[src/rtl/serial_adder_if.sv]
// Operand/result handshake bundle for the bit-serial adder.
// master: upstream/downstream side (drives operands, consumes result).
// slave:  the adder itself.
interface serial_adder_if #(
  parameter int unsigned WIDTH = 4
);
  logic             in_valid;
  logic             in_ready;
  logic [WIDTH-1:0] a;
  logic [WIDTH-1:0] b;
  logic             cin;
  logic             out_valid;
  logic             out_ready;
  logic [WIDTH-1:0] sum;
  logic             cout;

  modport master (
    output in_valid, a, b, cin, out_ready,
    input  in_ready, out_valid, sum, cout
  );

  modport slave (
    input  in_valid, a, b, cin, out_ready,
    output in_ready, out_valid, sum, cout
  );
endinterface

[src/rtl/serial_adder.sv]
// Bit-serial ripple adder: a + b + cin, one full-adder cell plus a carry flop,
// one bit per clock, LSB first. Valid/ready handshake on input and output.
// The result is held on sum/cout until the next result is produced.
module serial_adder #(
  parameter int unsigned WIDTH = 4
) (
  input  logic           clk,
  input  logic           rst,   // asynchronous, active-low
  serial_adder_if.slave  bus
);

  localparam int unsigned CW = ($clog2(WIDTH) > 1) ? $clog2(WIDTH) : 1;

  typedef enum logic [1:0] {
    IDLE,
    ADD,
    DONE
  } state_t;

  state_t           state;
  state_t           state_nxt;

  logic [WIDTH-1:0] a_sr;
  logic [WIDTH-1:0] b_sr;
  // Partial sum keeps only the upper WIDTH-1 bits: the bit that would shift
  // out of position 0 is never needed, since the final sum is taken from the
  // combinational next value on the last ADD cycle.
  logic [WIDTH-1:1] sum_sr;
  logic [WIDTH-1:0] sum_q;
  logic             cout_q;
  logic             carry;
  logic [CW-1:0]    cnt;

  logic             s_bit;
  logic             c_nxt;
  logic [WIDTH-1:0] sum_nxt;
  logic             last;
  logic             in_fire;
  logic             out_fire;

  // Full-adder cell, shift-in value, and handshake/terminal-count decode.
  always_comb begin
    s_bit    = a_sr[0] ^ b_sr[0] ^ carry;
    c_nxt    = (a_sr[0] & b_sr[0]) | (a_sr[0] & carry) | (b_sr[0] & carry);
    sum_nxt  = {s_bit, sum_sr};
    last     = (cnt == CW'(WIDTH - 1));
    in_fire  = (state == IDLE) && bus.in_valid;
    out_fire = (state == DONE) && bus.out_ready;
  end

  // Next-state logic.
  always_comb begin
    state_nxt = state;
    case (state)
      IDLE:    if (in_fire)  state_nxt = ADD;
      ADD:     if (last)     state_nxt = DONE;
      DONE:    if (out_fire) state_nxt = IDLE;
      default:               state_nxt = IDLE;
    endcase
  end

  // State register.
  always_ff @(posedge clk or negedge rst) begin
    if (!rst) state <= IDLE;
    else      state <= state_nxt;
  end

  // Operand load, serial shift datapath and result capture.
  always_ff @(posedge clk or negedge rst) begin
    if (!rst) begin
      a_sr   <= '0;
      b_sr   <= '0;
      sum_sr <= '0;
      sum_q  <= '0;
      cout_q <= 1'b0;
      carry  <= 1'b0;
      cnt    <= '0;
    end else begin
      case (state)
        IDLE: begin
          if (in_fire) begin
            a_sr  <= bus.a;
            b_sr  <= bus.b;
            carry <= bus.cin;
            cnt   <= '0;
          end
        end
        ADD: begin
          a_sr   <= a_sr >> 1;
          b_sr   <= b_sr >> 1;
          carry  <= c_nxt;
          sum_sr <= sum_nxt[WIDTH-1:1];
          cnt    <= cnt + 1'b1;
          if (last) begin
            sum_q  <= sum_nxt;
            cout_q <= c_nxt;
          end
        end
        default: ;
      endcase
    end
  end

  assign bus.in_ready  = (state == IDLE);
  assign bus.out_valid = (state == DONE);
  assign bus.sum       = sum_q;
  assign bus.cout      = cout_q;

endmodule

[src/flat_wrapper.sv]
// flat-port wrapper written by rule: the top's interface ports become plain ports
module serial_adder_flat 
#(
  parameter int unsigned WIDTH = 4
)
  (clk, rst, bus_in_valid, bus_a, bus_b, bus_cin, bus_out_ready, bus_in_ready, bus_out_valid, bus_sum, bus_cout);
  serial_adder_if #(.WIDTH(WIDTH)) bus_i ();
  input  logic clk;
  input  logic rst;
  input wire logic [$bits(bus_i.in_valid)-1:0] bus_in_valid;
  input wire logic [$bits(bus_i.a)-1:0] bus_a;
  input wire logic [$bits(bus_i.b)-1:0] bus_b;
  input wire logic [$bits(bus_i.cin)-1:0] bus_cin;
  input wire logic [$bits(bus_i.out_ready)-1:0] bus_out_ready;
  output wire logic [$bits(bus_i.in_ready)-1:0] bus_in_ready;
  output wire logic [$bits(bus_i.out_valid)-1:0] bus_out_valid;
  output wire logic [$bits(bus_i.sum)-1:0] bus_sum;
  output wire logic [$bits(bus_i.cout)-1:0] bus_cout;
  assign bus_i.in_valid = bus_in_valid;
  assign bus_i.a = bus_a;
  assign bus_i.b = bus_b;
  assign bus_i.cin = bus_cin;
  assign bus_i.out_ready = bus_out_ready;
  assign bus_in_ready = bus_i.in_ready;
  assign bus_out_valid = bus_i.out_valid;
  assign bus_sum = bus_i.sum;
  assign bus_cout = bus_i.cout;
  serial_adder #(.WIDTH(WIDTH)) u_core (.clk(clk), .rst(rst), .bus(bus_i));
endmodule
[config.mk]
export PLATFORM = sky130hd
export DESIGN_NAME = serial_adder_flat
export DESIGN_NICKNAME = d
export VERILOG_FILES = /design/src/rtl/serial_adder_if.sv /design/src/rtl/serial_adder.sv /design/src/flat_wrapper.sv
export SDC_FILE = /design/constraint.sdc
export NUM_CORES = 1
export LEC_CHECK = 0
export CORE_MARGIN = 1.5
export CORE_UTILIZATION = 45
export DETAILED_ROUTE_END_ITERATION = 16
export HOLD_SLACK_MARGIN = 0.03
export PLACE_DENSITY = 0.69
export SLEW_MARGIN = 0
export SYNTH_ARGS = -nofsm -noshare
export SYNTH_HDL_FRONTEND = slang
export SYNTH_SLANG_ARGS = --single-unit
[constraint.sdc]
create_clock -name clk -period 2.6 [get_ports clk]
set_input_delay 0.52 -clock clk [delete_from_list [all_inputs] [get_ports clk]]
set_output_delay 0.52 -clock clk [all_outputs]
set_load 0.02 [all_outputs]
After elaboration in Yosys (flattened, before gate mapping):

Cells that the tools add are included.

* flip-flop bits (word level): 21
* input bits: 13
* output and inout port bits: 7
* word-level logic and storage cells: 41

* add/subtract/negate cells: 1
* equal/unequal tests: 6
* multiplexer cells: 12
* bitwise operators: 7
* reductions and logical operators: 7

Operators by type and width (count)
* $pmux W4 S2: 2
* $mux W2: 4
* $mux W4: 2
* $ne A2 B1 Y1 const B: 3
* $pmux W2 S3: 1
* $eq A2 B2 Y1 const B: 2
* $pmux W2 S2: 1
* $reduce_and A2 Y1: 2
* $and A1 B1 Y1: 3
* $reduce_and A3 Y1: 1
* $add A2 B1 Y2 const B: 1
* $eq A2 B1 Y1 const B: 1
* $logic_and A1 B1 Y1: 2
* $logic_not A2 Y1: 1
* $or A1 B1 Y1: 2
* $pmux W1 S2: 1
* $reduce_bool A2 Y1: 1
* $xor A1 B1 Y1: 2
* $mux W1: 1

Logic depth before layout (Yosys ltp):

Gate-level depths: netlist (run 1).

* depth after elaboration: 4
* gate-level depth with buffers: 4
* depth with buffers taken out: 3

Least setup slack after synthesis (run 1):

Ideal clock, no wire load.

* path type: reg2out
* from: register u_core.state[0]
* to: output bus_in_ready
* arrival: 0.907 ns
* required time: 2.080 ns
* path slack: 1.173 ns
* cell stages (with the launch flop): 4
* buffers on the path: 1
* path through: dfrtp_1 buf_6 or2_2 inv_1

* longest elaborated chain between the ends: 1

Ends and longest elaborated chain
* from (decl): RTL line serial_adder.sv:20 `state_t state;`
* from (signal assigned): RTL line serial_adder.sv:65 `else state <= state_nxt;`
* $logic_not A2 Y1: RTL line serial_adder.sv:104 `assign bus.in_ready = (state == IDLE);`
* to (decl): RTL line flat_wrapper.sv:15 `output wire logic [$bits(bus_i.in_ready)-1:0] bus_in_ready;`

Every way passes these cells.

Worst setup path after layout (run 1):

Same ends and word-level chain as after synthesis.

==> metrics.md, run 1 <==
| Metric | Value |
|---|---|
| Status | complete, no violations |
| Post-route DRC | 0 |
| Most frequent cell after synthesis | dfrtp_1 |
| HP Start | u_core.b_sr[3] |
| Area grow syn2layout | 24.7% |
| Overflow after GRT | 0 |
| Share of cells above drive strength 1 | a little under a fifth |
| Die Width | 49 um |
| Post-synth top cells | dfrtp_1 (21), inv_1 (12), mux2_2 (8) |
| Core Util, Final | between 50% and 60% |
| Fraction of synthesis flops using an asynchronous set or reset pin | between 90% and 100% |
| Launch point of the critical path | u_core.state[0] |
| Netlist Area Pre-Place | between 900 and 1000 um2 |
| H-tree lvl count | 1 |
| CTS Buf Count | 3 |
| Synth Area per Inst | 12.1 um2 |
| Clock sink total | 21 |
| Mean routed wirelength per cell | between 10 and 15 um |
| GRT Util Overall | 14.5% |
| Clk buf depth | 2 |
| Remaining antenna violation count | 0 |
| Post-route setup TNS | 0 ns |
| Layout Skew | approximately 0.0026 ns |
| # Post-CTS Setup Buffers | 0 |
| Die area | between 2000 and 2500 um2 |
| PwrDens | around 1200 nW/um2 |
| Setup ws final | between 0.3 and 0.4 ns |
| Max Cap Viol | 0 |
| Crit path to | bus_in_ready |
| Fmax | 0.445 GHz |
| HPWL after detailed placement | 1.22 mm |
| Final hold viol count | 0 |
| Initial drt markers | just over 40 |
| Min Clock Period, post-route | 2.25 ns |
| Clock Latency Late Sink | approximately 0.3 ns |
| Final wirelength | 1.69 mm |
| Drt first pass iters | 5 |
| Crit start category | flip-flop |
| Inserted Diodes | 0 |
| Worst-path maximum fanout | 8 |
| Slew Limit Fails | 0 |
| Post-synthesis sequential element count | 21 |
| Layout net count | 116 |
| CTS tree | done |
| Clock Tree Root | clkbuf_4 |
| Fillers | about 180 |
| Static leakage | 0.548 nW |
| Hold buffer count at CTS | 0 |
| Min-Delay Path Class | reg -> reg |
| Final Setup Violations | 0 |
| Worst IR Drop VDD | slightly above 0.8 mV |
| Critical Path End Type | primary output |
| Post-synthesis instance total | 79 |
| Largest net degree at the start of global routing | 22 |
| Die Y | around 49 um |
| RSZ-0062 raised after global routing | no |
| Worst Reg2Reg Path Length in Cells | 3 |
| Yosys Warn Count | 0 |
| Primary FF master, synth | dfrtp_1 |
| First-pass GRT wire length | roughly 2.6 mm |
| Top cells by area, synth | dfrtp_1 (55%), mux2_2 (9.5%), a222oi_1 (7.4%) |
| Number of port buffers | 19 |
| Net Count, Synth | 94 |
| Clock transition at path regs | about 0.12 ns |
| Reg2reg setup slack | approximately 1.2 ns |
| DR vias/cell | roughly 5.3 |
| Post-synthesis sequential area ratio | between 50% and 60% |
| Routed vias | about 670 |
| CP arrival | 1.73 ns |
| GPL Wtd Cong | 0.732 |
| Critical path class | reg -> out |
| Cell Rows | 16 |
| # IOs | 20 |
| Synth cell types | 22 |
| Core ar. | roughly 2000 um2 |
| Initial antenna violation count | 0 |
| Post-synth EDFFs | 0 |
| Initial Utilization | around half |
| Share of the synthesized area in the top cell type | 55.2% |
| Worst slew pin tran | just under 0.6 ns |
| Crit Reg-Reg Startpoint | u_core.state[1] |
| Pre-CTS setup slack | a little under 0.7 ns |
| Cell taking the most area after synthesis | dfrtp_1 |
| Worst R2R End | u_core.bus.sum[2] |
| Total power | about 1.4 mW |
| Post_cts resized | 0 |
| Number of global-route vias before repair | about 620 |
| Rel. slew slack | 61.3% |
| Final period util | approximately 86% |
| Worst path required time | around 2.1 ns |
==> logic make-up after synthesis <==
group	share of synthesized area, %
flip-flops	55.2
AND/OR/NAND/NOR	9.86
buffers and inverters	8.01
AO/OA/AOI/OAI	12.9
multiplexers	10.6
adder cells (fa/ha/maj)	3.42
==> flip-flops by register name, summed over array words and instances (netlist names) <==
signal / cells
u_core.b_sr: 4
u_core.a_sr: 4
u_core.cnt: 2
u_core.bus.sum: 4
u_core.bus.cout: 1
u_core.state: 2
u_core.carry: 1
u_core.sum_sr: 3
==> where the power goes <==
group          leakage [nW]  internal (mW)  switching (mW)  total [mW]
Sequential            0.250          0.489          0.0905       0.579
Combinational         0.280          0.366           0.323       0.690
Clock                0.0177         0.0573          0.0976       0.155
==> cells in the final DEF, fill, tap and decap left out <==
master           count
o21ai_0              1
nand2b_1             1
a222oi_1             7
o221ai_1             2
nor2b_1              2
nor2_1               7
clkinv_2             1
nor2b_4              1
inv_1               12
mux2_1               1
dfrtp_1             21
a22o_1               1
buf_4                2
o21ba_2              1
or2_2                2
o21bai_2             1
mux2_2               8
ha_1                 1
clkdlybuf4s50_1     19
nand2_1              4
nand3b_1             1
fa_1                 1
clkbuf_4             3
==> area by class of cell <==
cell class	count	area, um2	share of cell area (%)
clock buffers	3	22.5	1.90
multi-input cells	42	350	29.5
inverters	12	45.0	3.79
clock inverters	1	5.00	0.421
well taps	27	33.8	2.85
repair buffers	21	205	17.3
flip-flops and latches	21	526	44.3
==> through the flow <==
stage | hold WS [ns] | instances | area (um2)
after global placement | 0.488 | 123 | 1160
after detailed placement | 0.495 | 123 | 1160
after CTS | 0.522 | 127 | 1190
after global routing | 0.541 | 127 | 1190
final | 0.515 | 127 | 1190
after floorplan | 0.224 | 79 | 952
==> layer usage <==
layer | wire length, um | up-vias | GRT usage [%]
met2 | 831 | 24 | 24.2
met1 | 737 | 330 | 18.0
met5 | 0 | - | 0
met4 | 31 | 0 | 7.14
met3 | 92 | 4 | 2.76
li1 | - | 315 | -
==> critical path: stages (launching register included) <==
cell and delay (ns):
dfrtp_1 0.47, or2_2 0.32, inv_1 0.06, clkdlybuf4s50_1 0.59
==> worst min-delay path by stage <==
stage	endpoint	slack, ns	cells past startpoint
finish	u_core.b_sr[3]	0.52	2
global route	u_core.b_sr[3]	0.54	2
CTS	u_core.b_sr[3]	0.52	2
detailed placement	u_core.b_sr[3]	0.50	2
global placement	u_core.cnt[1]	0.49	1
floorplan	u_core.a_sr[0]	0.22	0
No activity file was read; power rests on OpenSTA's default activity.
==> inputs of run 2 (changes only) <==
CORE_ASPECT_RATIO = 1.1   (was default)
TNS_END_PERCENT = 50   (was default)
==> run 2 against run 1 <==
Compared with the run above:
- final cell count increased by 0.79%
- core utilization is 0.46 points lower
- clock power is essentially flat
- via count fell by 2.5%
- critical path type unchanged
- largest cell class unchanged
==> metrics.md, run 2 (synthesized netlist as in run 1, its figures left out) <==
| Metric | Value |
|---|---|
| Status | complete, no violations |
| Overflow after GRT | 0 |
| Layout net count | around 120 |
| PwrDens | approximately 1200 nW/um2 |
| Worst hold path depth | 2 |
| Final wirelength | ~1.6 mm |
| Worst Reg2Reg Path Length in Cells | 3 |
| Internal | ~910 uW |
| Cell Rows | 17 |
| Register share of total power | around two fifths |
| Area after DPL | 1160 um2 |
| Inserted Diodes | 0 |
| # Post-CTS Setup Buffers | 0 |
| Post-route setup TNS | 0 ns |
| Min Clock Period, post-route | approximately 2.3 ns |
| GPL Wtd Cong | slightly above 0.7 |
| Worst-path maximum fanout | 8 |
| Mean routed wirelength per cell | about 12 um |
| Crit Reg-Reg Startpoint | u_core.cnt[0] |
| Clk buf depth | 2 |
| Remaining antenna violation count | 0 |
| Static leakage | 0.548 nW |
| Slowest stage delay, CP | about 0.6 ns |
| Initial antenna violation count | 0 |
| HPWL after detailed placement | roughly 1.2 mm |
| Setup ws final | 0.347 ns |
| Max Cap Viol | 0 |
| Crit start category | flip-flop |
| Layout Skew | around 0.0049 ns |
| Initial drt markers | 25 |
| Final hold viol count | 0 |
| Number of global-route vias before repair | ~600 |
| Part of the power in the clock network | 11.1% |
| Psw | 505 uW |
| CTS Buf Count | 3 |
| Slew Limit Fails | 0 |
| Switching share of total power | 35.6% |
| Number of port buffers | 19 |
| Final period util | ~87% |
| Gate power share | between 40% and 50% |
| H-tree lvl count | 1 |
| RSZ-0062 raised after global routing | no |
| Critical Path End Type | primary output |
| Most frequent cells in the layout | dfrtp_1 (21), clkdlybuf4s50_1 (19), inv_1 (12), mux2_2 (8) |
| CP arrival | ~1.7 ns |
| Area grow syn2layout | 24.8% |
| Clock transition at path regs | around 0.12 ns |
| DR vias/cell | just over 5 |
| Post-route DRC | 0 |
| CTS tree | done |
| Largest net degree at the start of global routing | 22 |
| GRT Util Overall | about 16% |
| Min-Delay Path Class | reg -> reg |
| Worst path required time | 2.08 ns |
| HP Start | u_core.a_sr[3] |
| Crit-path cells | or2_2 -> inv_1 -> clkdlybuf4s50_1 |
| Most common cell after layout, fill and taps aside | dfrtp_1 |
| # IOs | 20 |
| Initial Utilization | a little under half |
| Finished Cell Area | 1190 um2 |
| Reg2reg setup slack | ~1.3 ns |
| Pre-CTS setup slack | a little under 0.7 ns |
| Die Y | approximately 51 um |
| Clock sink total | 21 |
| Fmax | about 0.44 GHz |
| First-pass GRT wire length | around 2.6 mm |
| Drt first pass iters | 4 |
| Rel. slew slack | between 60% and 70% |
| Core ar. | approximately 2000 um2 |
| Hold buffer count at CTS | 0 |
| Final Setup Violations | 0 |
| Clock Tree Root | clkbuf_4 |
| Worst slew pin tran | 0.564 ns |
| Worst IR Drop VDD | approximately 0.64 mV |
| Share of cells above drive strength 1 | between 10% and 20% |
| Critical-path top delay cell | clkdlybuf4s50_1 |
| Die Width | 46.9 um |
| Clock Latency Late Sink | slightly above 0.3 ns |
| Post_cts resized | 0 |
| Die area | around 2400 um2 |
| Launch point of the critical path | u_core.state[0] |
| Routed vias | between 600 and 700 |
| Critical path class | reg -> out |
-- run 2: cell counts in the layout (fill, tap and decap cells not counted) --
Identical to the previous run, type by type.
-- run 2: worst max-delay path, delay by kind of cell, from the launching register on --
kind | cells | cell delay [ns]
flops | 1 | 0.46
simple gates | 1 | 0.32
buf+inv | 2 | 0.65
-- run 2: area by class of cell --
| class | instances | area [um2] |
|---|---|---|
| Fill cell | 188 | 811 |
| Clock inverter | 1 | 5.00 |
| Sequential cell | 21 | 526 |
| Tap cell | 28 | 35.0 |
| Clock buffer | 3 | 22.5 |
| Timing Repair Buffer | 21 | 205 |
| Multi-Input combinational cell | 42 | 350 |
| Inverter | 12 | 45.0 |
-- run 2: per-stage QoR --
step                hold slack, ns  instances  util, %  total power, mW
finish                       0.509        128     59.4             1.42
global route                 0.539        128     59.4             1.53
global placement             0.472        124     58.1             1.25
detailed placement           0.488        124     58.1             1.28
CTS                          0.515        128     59.4             1.44
floorplan                    0.224         79        -             1.09
-- run 2: power groups by stage --
stage          clock [mW]  sequential [mW]  combinational [mW]
2_1_floorplan           0            0.613               0.473
3_3_place_gp            0            0.579               0.674
3_5_place_dp            0            0.586               0.694
4_1_cts             0.164            0.578               0.696
5_1_grt             0.171            0.603               0.755
6_report            0.157            0.576               0.684
-- run 2: final timing paths --
path | end
worst min register to register | u_core.a_sr[3]
worst max-delay path | bus_in_ready
worst min-delay path | u_core.a_sr[3]
min in group asynchronous | u_core.bus.sum[3]
max in group asynchronous | u_core.b_sr[3]
worst max register to register | u_core.bus.cout
-- run 2: routing by layer --
| metal | vias to the layer above | wire (um) | global-route usage, % |
|---|---|---|---|
| li1 | 314 | - | - |
| met1 | 324 | 760 | 21.3 |
| met2 | 13 | 744 | 22.6 |
| met3 | 5 | 36 | 2.12 |
| met4 | 0 | 49 | 11.1 |
| met5 | - | 0 | 0 |
==> inputs of run 3 (changes only) <==
CTS_CLUSTER_DIAMETER = 60   (was default)
HOLD_SLACK_MARGIN = 0.12   (was 0.03)
==> results of run 3 <==
Final layout, timing and power as in run 2 (identical DEF).
==> RTL change 1 (config.mk and constraints of run 3) <==
`WIDTH` is set to 4 in 3 places; all go to 8.
--- a/src/rtl/serial_adder_if.sv
+++ b/src/rtl/serial_adder_if.sv
@@ -4,3 +4,3 @@
 interface serial_adder_if #(
-  parameter int unsigned WIDTH = 4
+  parameter int unsigned WIDTH = 8
 );
--- a/src/rtl/serial_adder.sv
+++ b/src/rtl/serial_adder.sv
@@ -4,3 +4,3 @@
 module serial_adder #(
-  parameter int unsigned WIDTH = 4
+  parameter int unsigned WIDTH = 8
 ) (
--- a/src/flat_wrapper.sv
+++ b/src/flat_wrapper.sv
@@ -3,3 +3,3 @@
 #(
-  parameter int unsigned WIDTH = 4
+  parameter int unsigned WIDTH = 8
 )
Ports: changed (resized bus_a, bus_b and bus_sum); port bits go from 20 to 32. No check against the original RTL was run, so the function may have changed too.
==> RTL change 1 against run 3 <==
- final cell count is 79% higher
- setup slack better by 0.14 ns
- global-route usage is 2.7 points higher
- sequential power is 88% higher
- first-iteration DRC count grew to 3.4 times the old value
- sequential cell count is 17 higher
- critical path depth is 1 lower
- power is 79% higher
- synthesized area is 76% higher
- worst hold slack worse by 0.021 ns
- routed wire length is 120% higher
- cell area is 78% higher
- utilization is 0.77 points lower
- critical path type unchanged
- largest power group is now sequential cells
- highest routed layer unchanged
==> RTL change 1: results (changes against run 3) <==
| Metric | Value |
|---|---|
| CTS clk-pin slew, worst paths | `0.08 ns (was 0.12 ns)` |
| H-tree levels | `2 (was 1)` |
| Total number of vias | `1263 (was 656)` |
| Initial antenna violation count | `0 (unchanged)` |
| First-pass GRT wire length | `5.45 mm (was 2.60 mm)` |
| YS warnings | `0 (unchanged)` |
| Pre-antenna DRT Iters | `4 (unchanged)` |
| Area post-placement | `2020 um2 (was 1160 um2)` |
| Slowest CP cell | `clkdlybuf4s50_1 (unchanged)` |
| Global Route Usage Sum | `18.4% (was 15.8%)` |
| Commonest cells in the synthesized netlist | `38 x dfrtp_1, 27 x o22ai_1, 23 x nand2_1 (was 21 x dfrtp_1, 12 x inv_1, 8 x mux2_2)` |
| Hold WC Path Type | `reg -> reg (unchanged)` |
| DRT iter0 DRCs | `84 (was 25)` |
| GPL Wtd Cong | `0.773 (was 0.706)` |
| Outcome | `finished clean (unchanged)` |
| Diodes inserted | `0 (unchanged)` |
| Routed WL per cell | `15.1 um (was 12.4 um)` |
| Layout cells sized above 1 | `13.4% (was 19.0%)` |
| CTS Root Buffer Type | `clkbuf_8 (was clkbuf_4)` |
| Number of flops mapped to enable cells by yosys | `0 (unchanged)` |
| PortBufs | `31 (was 19)` |
| Top cells by area, synth | `dfrtp_1 57%, o22ai_1 10%, mux2_4 8.0%, nand2_1 5.1%, a21oi_1 4.2% (was dfrtp_1 55%, mux2_2 9.5%, a222oi_1 7.4%, inv_1 4.7%, nor2_1 2.8%)` |
| Final #Nets | `202 (was 116)` |
| Post-CTS sizing | `0 (unchanged)` |
| Vias in the first global route | `1198 (was 599)` |
| Worst-path fanout max | `11 (was 8)` |
| Hold_buf cts | `0 (unchanged)` |
| Clock skew | `0.0103 ns (was 0.00492 ns)` |
| CTS Buffer Depth | `2 (unchanged)` |
| CP Data Arrival Time | `1.59 ns (was 1.73 ns)` |
| Clk Latency, worst-skew pair | `0.29 ns (was 0.31 ns)` |
| Ys async rst share | `100% (unchanged)` |
| CTS buffer count | `5 (was 3)` |
| DP HPWL | `2.38 mm (was 1.17 mm)` |
| Slowest stage delay, CP | `0.64 ns (was 0.59 ns)` |
| Largest net degree at the start of global routing | `39 (was 22)` |
| Fill cell count | `299 (was 188)` |
| Worst Max-Slew Pin Slew | `0.859 ns (was 0.564 ns)` |
| Leak | `0.929 nW (was 0.548 nW)` |
| Post-CTS setup buffer count | `0 (unchanged)` |
| Seq/Total Area, Yosys | `56.6% (was 55.2%)` |
| Sw frac | `36.7% (was 35.6%)` |
| Ys flop type | `dfrtp_1 (unchanged)` |
| Peak supply drop | `462 uV (was 642 uV)` |
| Top delay family on crit path | `buffers and inverters (unchanged)` |
| Post-synth cell types | `27 (was 22)` |
| Syn Nets | `170 (was 94)` |
-- RTL change 1: worst paths after layout --
kind / startpoint / to / slack, ns / depth (start not counted)
min in group asynchronous: rst / u_core.sum_sr[1]$_DFFE_PN0P_ / 0.65 / 2
min reg2reg: u_core.cnt[0]$_DFFE_PN0P_ / u_core.cnt[0]$_DFFE_PN0P_ / 0.49 / 1
max in group asynchronous: rst / u_core.b_sr[7]$_DFFE_PN0P_ / 1.59 / 2
max reg2reg: u_core.state[0]$_DFFE_PN0P_ / u_core.bus.sum[5]$_DFFE_PN0P_ / 0.93 / 3
max: u_core.state[0]$_DFFE_PN0P_ / bus_in_ready / 0.49 / 2
min: u_core.cnt[0]$_DFFE_PN0P_ / u_core.cnt[0]$_DFFE_PN0P_ / 0.49 / 1
-- RTL change 1: routing by layer --
metal | routed length, um | global-route usage, % | share of wire, %
met4 | 34 | 6.52 | 0.99
met2 | 1710 | 30.3 | 50
met1 | 1480 | 21.2 | 43
met5 | 0 | 0 | 0
met3 | 215 | 7.38 | 6.2
-- RTL change 1: through the flow --
step / cells / hold WS, ns / worst slack, ns / utilization [%] / total power [mW]
2_1_floorplan: 146 / 0.224 / 1.07 / - / 1.81
4_1_cts: 229 / 0.493 / 0.471 / 58.7 / 2.56
3_3_place_gp: 221 / 0.460 / 0.819 / 56.0 / 2.07
6_report: 229 / 0.489 / 0.486 / 58.7 / 2.53
5_1_grt: 229 / 0.508 / 0.377 / 58.7 / 2.71
3_5_place_dp: 221 / 0.481 / 0.802 / 56.0 / 2.13
-- RTL change 1: kinds of logic (layout without fill, tap and decap cells) --
family | after synthesis | count (layout) | share of synthesized area, %
fa+ha+maj | 3 | 3 | 2.68
simple gates | 34 | 34 | 9.83
mux | 9 | 9 | 8.04
flops | 38 | 38 | 56.6
buf+inv | 11 | 44 | 4.02
compound gates | 51 | 51 | 18.8
-- RTL change 1: power by group through the flow --
stage / clock [mW] / sequential, mW / combinational [mW]
finish: 0.424 / 1.08 / 1.03
CTS: 0.435 / 1.08 / 1.04
global placement: 0 / 1.07 / 1.00
global route: 0.459 / 1.11 / 1.14
floorplan: 0 / 1.11 / 0.700
detailed placement: 0 / 1.09 / 1.04
-- RTL change 1: area by class of cell --
cell class              count  area [um2]  area share (%)
repair buffers             34         333            15.8
clock inverters             2        12.5           0.593
inverters                   2        7.51           0.356
clock buffers               6        82.6            3.91
multi-input cells          97         662            31.4
well taps                  50        62.6            2.96
flip-flops and latches     38         951            45.1
==> RTL change 2 (config.mk and constraints of run 3) <==
Without the edit above. Reset style: synchronous (`rst`), changed in 2 clocked blocks. Comments in the files are not updated.
--- a/src/rtl/serial_adder.sv
+++ b/src/rtl/serial_adder.sv
@@ -62,3 +62,3 @@
   // State register.
-  always_ff @(posedge clk or negedge rst) begin
+  always_ff @(posedge clk) begin
     if (!rst) state <= IDLE;
@@ -68,3 +68,3 @@
   // Operand load, serial shift datapath and result capture.
-  always_ff @(posedge clk or negedge rst) begin
+  always_ff @(posedge clk) begin
     if (!rst) begin
Formal check against the unedited RTL: differs if rst is asserted again (counterexample within 4 cycles, from zero or initial values and one cycle with rst low); with rst held inactive, the same outputs for 10 cycles.
==> RTL change 2 against run 3 <==
- clock skew fell by 0.0029 ns
- setup slack improved by 0.11 ns
- routed wire length rose by 8.5%
- synthesized area fell by 1.3%
- cell area fell by 2.7%
- sequential cell count did not move
Power is not compared: it rests on default switching activity, and its combinational part moved more than twofold at a synthesized area within 25%.
==> RTL change 2: results (changes against run 3) <==
| Metric | Value |
|---|---|
| Syn Nets | `114 (was 94)` |
| DRT iter0 DRCs | `8 (was 25)` |
| Ys flop type | `dfxtp_1 (was dfrtp_1)` |
| Fmax | `467 MHz (was 444 MHz)` |
| Post-CTS setup buffer count | `0 (unchanged)` |
| Vias in the first global route | `712 (was 599)` |
| Clock skew | `0.00205 ns (was 0.00492 ns)` |
| R2r setup slk | `1.11 ns (was 1.26 ns)` |
| Seq/Total Area, Yosys | `44.7% (was 55.2%)` |
| Slew margin rel. | `51.2% (was 62.3%)` |
| Vias per cell | `5.13 (about the same)` |
| Worst-path fanout max | `11 (was 8)` |
| Top cells by area, synth | `dfxtp_1 45%, o221ai_2 8.0%, a21boi_0 7.2%, nand2_1 4.8%, nor2_1 4.4% (was dfrtp_1 55%, mux2_2 9.5%, a222oi_1 7.4%, inv_1 4.7%, nor2_1 2.8%)` |
| First-pass GRT wire length | `3.04 mm (was 2.60 mm)` |
| Pre-antenna DRT Iters | `2 (was 4)` |
| Final #Nets | `132 (was 116)` |
| GPL Wtd Cong | `0.675 (was 0.706)` |
| DP HPWL | `1.26 mm (was 1.17 mm)` |
| CTS clk-pin slew, worst paths | `0.12 ns (about the same)` |
| Post-synth cell types | `29 (was 22)` |
| Ys async rst share | `0% (was 100%)` |
| Routed WL per cell | `12.0 um (was 12.4 um)` |
| Layout cells sized above 1 | `9.48% (was 19.0%)` |
| Slowest CP cell | `clkdlybuf4s50_1 (unchanged)` |
| Global Route Usage Sum | `17.9% (was 15.8%)` |
| Commonest cells in the synthesized netlist | `21 x dfxtp_1, 12 x nand2_1, 11 x nor2_1 (was 21 x dfrtp_1, 12 x inv_1, 8 x mux2_2)` |
| Largest net degree at the start of global routing | `22 (unchanged)` |
| Outcome | `finished clean (unchanged)` |
| Hold_buf cts | `0 (unchanged)` |
| CP Data Arrival Time | `1.62 ns (was 1.73 ns)` |
RTL change 2: critical path: cells and delay by family (launching register included):
family	cells	cell delay (ns)
buf+inv	1	0.60
flops	1	0.52
simple gates	1	0.19
RTL change 2: cells by family (layout without fill, tap and decap cells):
kind of cell             Yosys count  after routing  share of synthesized area, %
adder cells (fa/ha/maj)            2              2                          3.46
AO/OA/AOI/OAI                     27             27                          25.3
AND/OR/NAND/NOR                   41             41                          21.8
buffers and inverters              8             25                          4.66
flip-flops                        21             21                          44.7
RTL change 2: final cells by class:
type,instances,area (um2)
Inverter,2,7.51
Clock inverter,1,5.00
Multi-Input combinational cell,70,475
Tap cell,28,35.0
Sequential cell,21,420
Fill cell,193,822
Clock buffer,3,22.5
Timing Repair Buffer,19,190
RTL change 2: power breakdown:
group	leakage, nW	switching [mW]	internal, mW
Combinational	0.226	0.0438	0.0503
Clock	0.0177	0.103	0.0574
Sequential	0.172	0.0163	0.340
RTL change 2: through the flow:
step	hold slack [ns]	setup WS (ns)	instance area (um2)	cells	util, %
floorplan	0.441	1.35	940	99	-
global placement	0.457	0.662	1130	140	57.1
detailed placement	0.463	0.634	1130	140	57.1
CTS	0.480	0.454	1160	144	58.4
global route	0.495	0.377	1160	144	58.4
finish	0.474	0.459	1160	144	58.4
RTL change 2: routing by layer:
| layer | wire length [um] | track usage [%] | share of wire (%) |
|---|---|---|---|
| met1 | 770 | 20.0 | 45 |
| met2 | 871 | 31.5 | 50 |
| met3 | 60 | 3.18 | 3.5 |
| met4 | 26 | 8.10 | 1.5 |
| met5 | 0 | 0 | 0 |
RTL change 2: path summary, 6_finish.rpt:
path                                    endpoint                            from  cells past startpoint
setup reg to reg      u_core.cnt[1]$_SDFFE_PN0P_    u_core.state[0]$_SDFFE_PN0P_                      3
hold / removal    u_core.bus.sum[1]$_SDFFE_PN0P_  u_core.bus.sum[1]$_SDFFE_PN0P_                      2
setup / recovery                   bus_out_valid    u_core.state[1]$_SDFFE_PN0P_                      2
hold reg to reg   u_core.bus.sum[1]$_SDFFE_PN0P_  u_core.bus.sum[1]$_SDFFE_PN0P_                      2
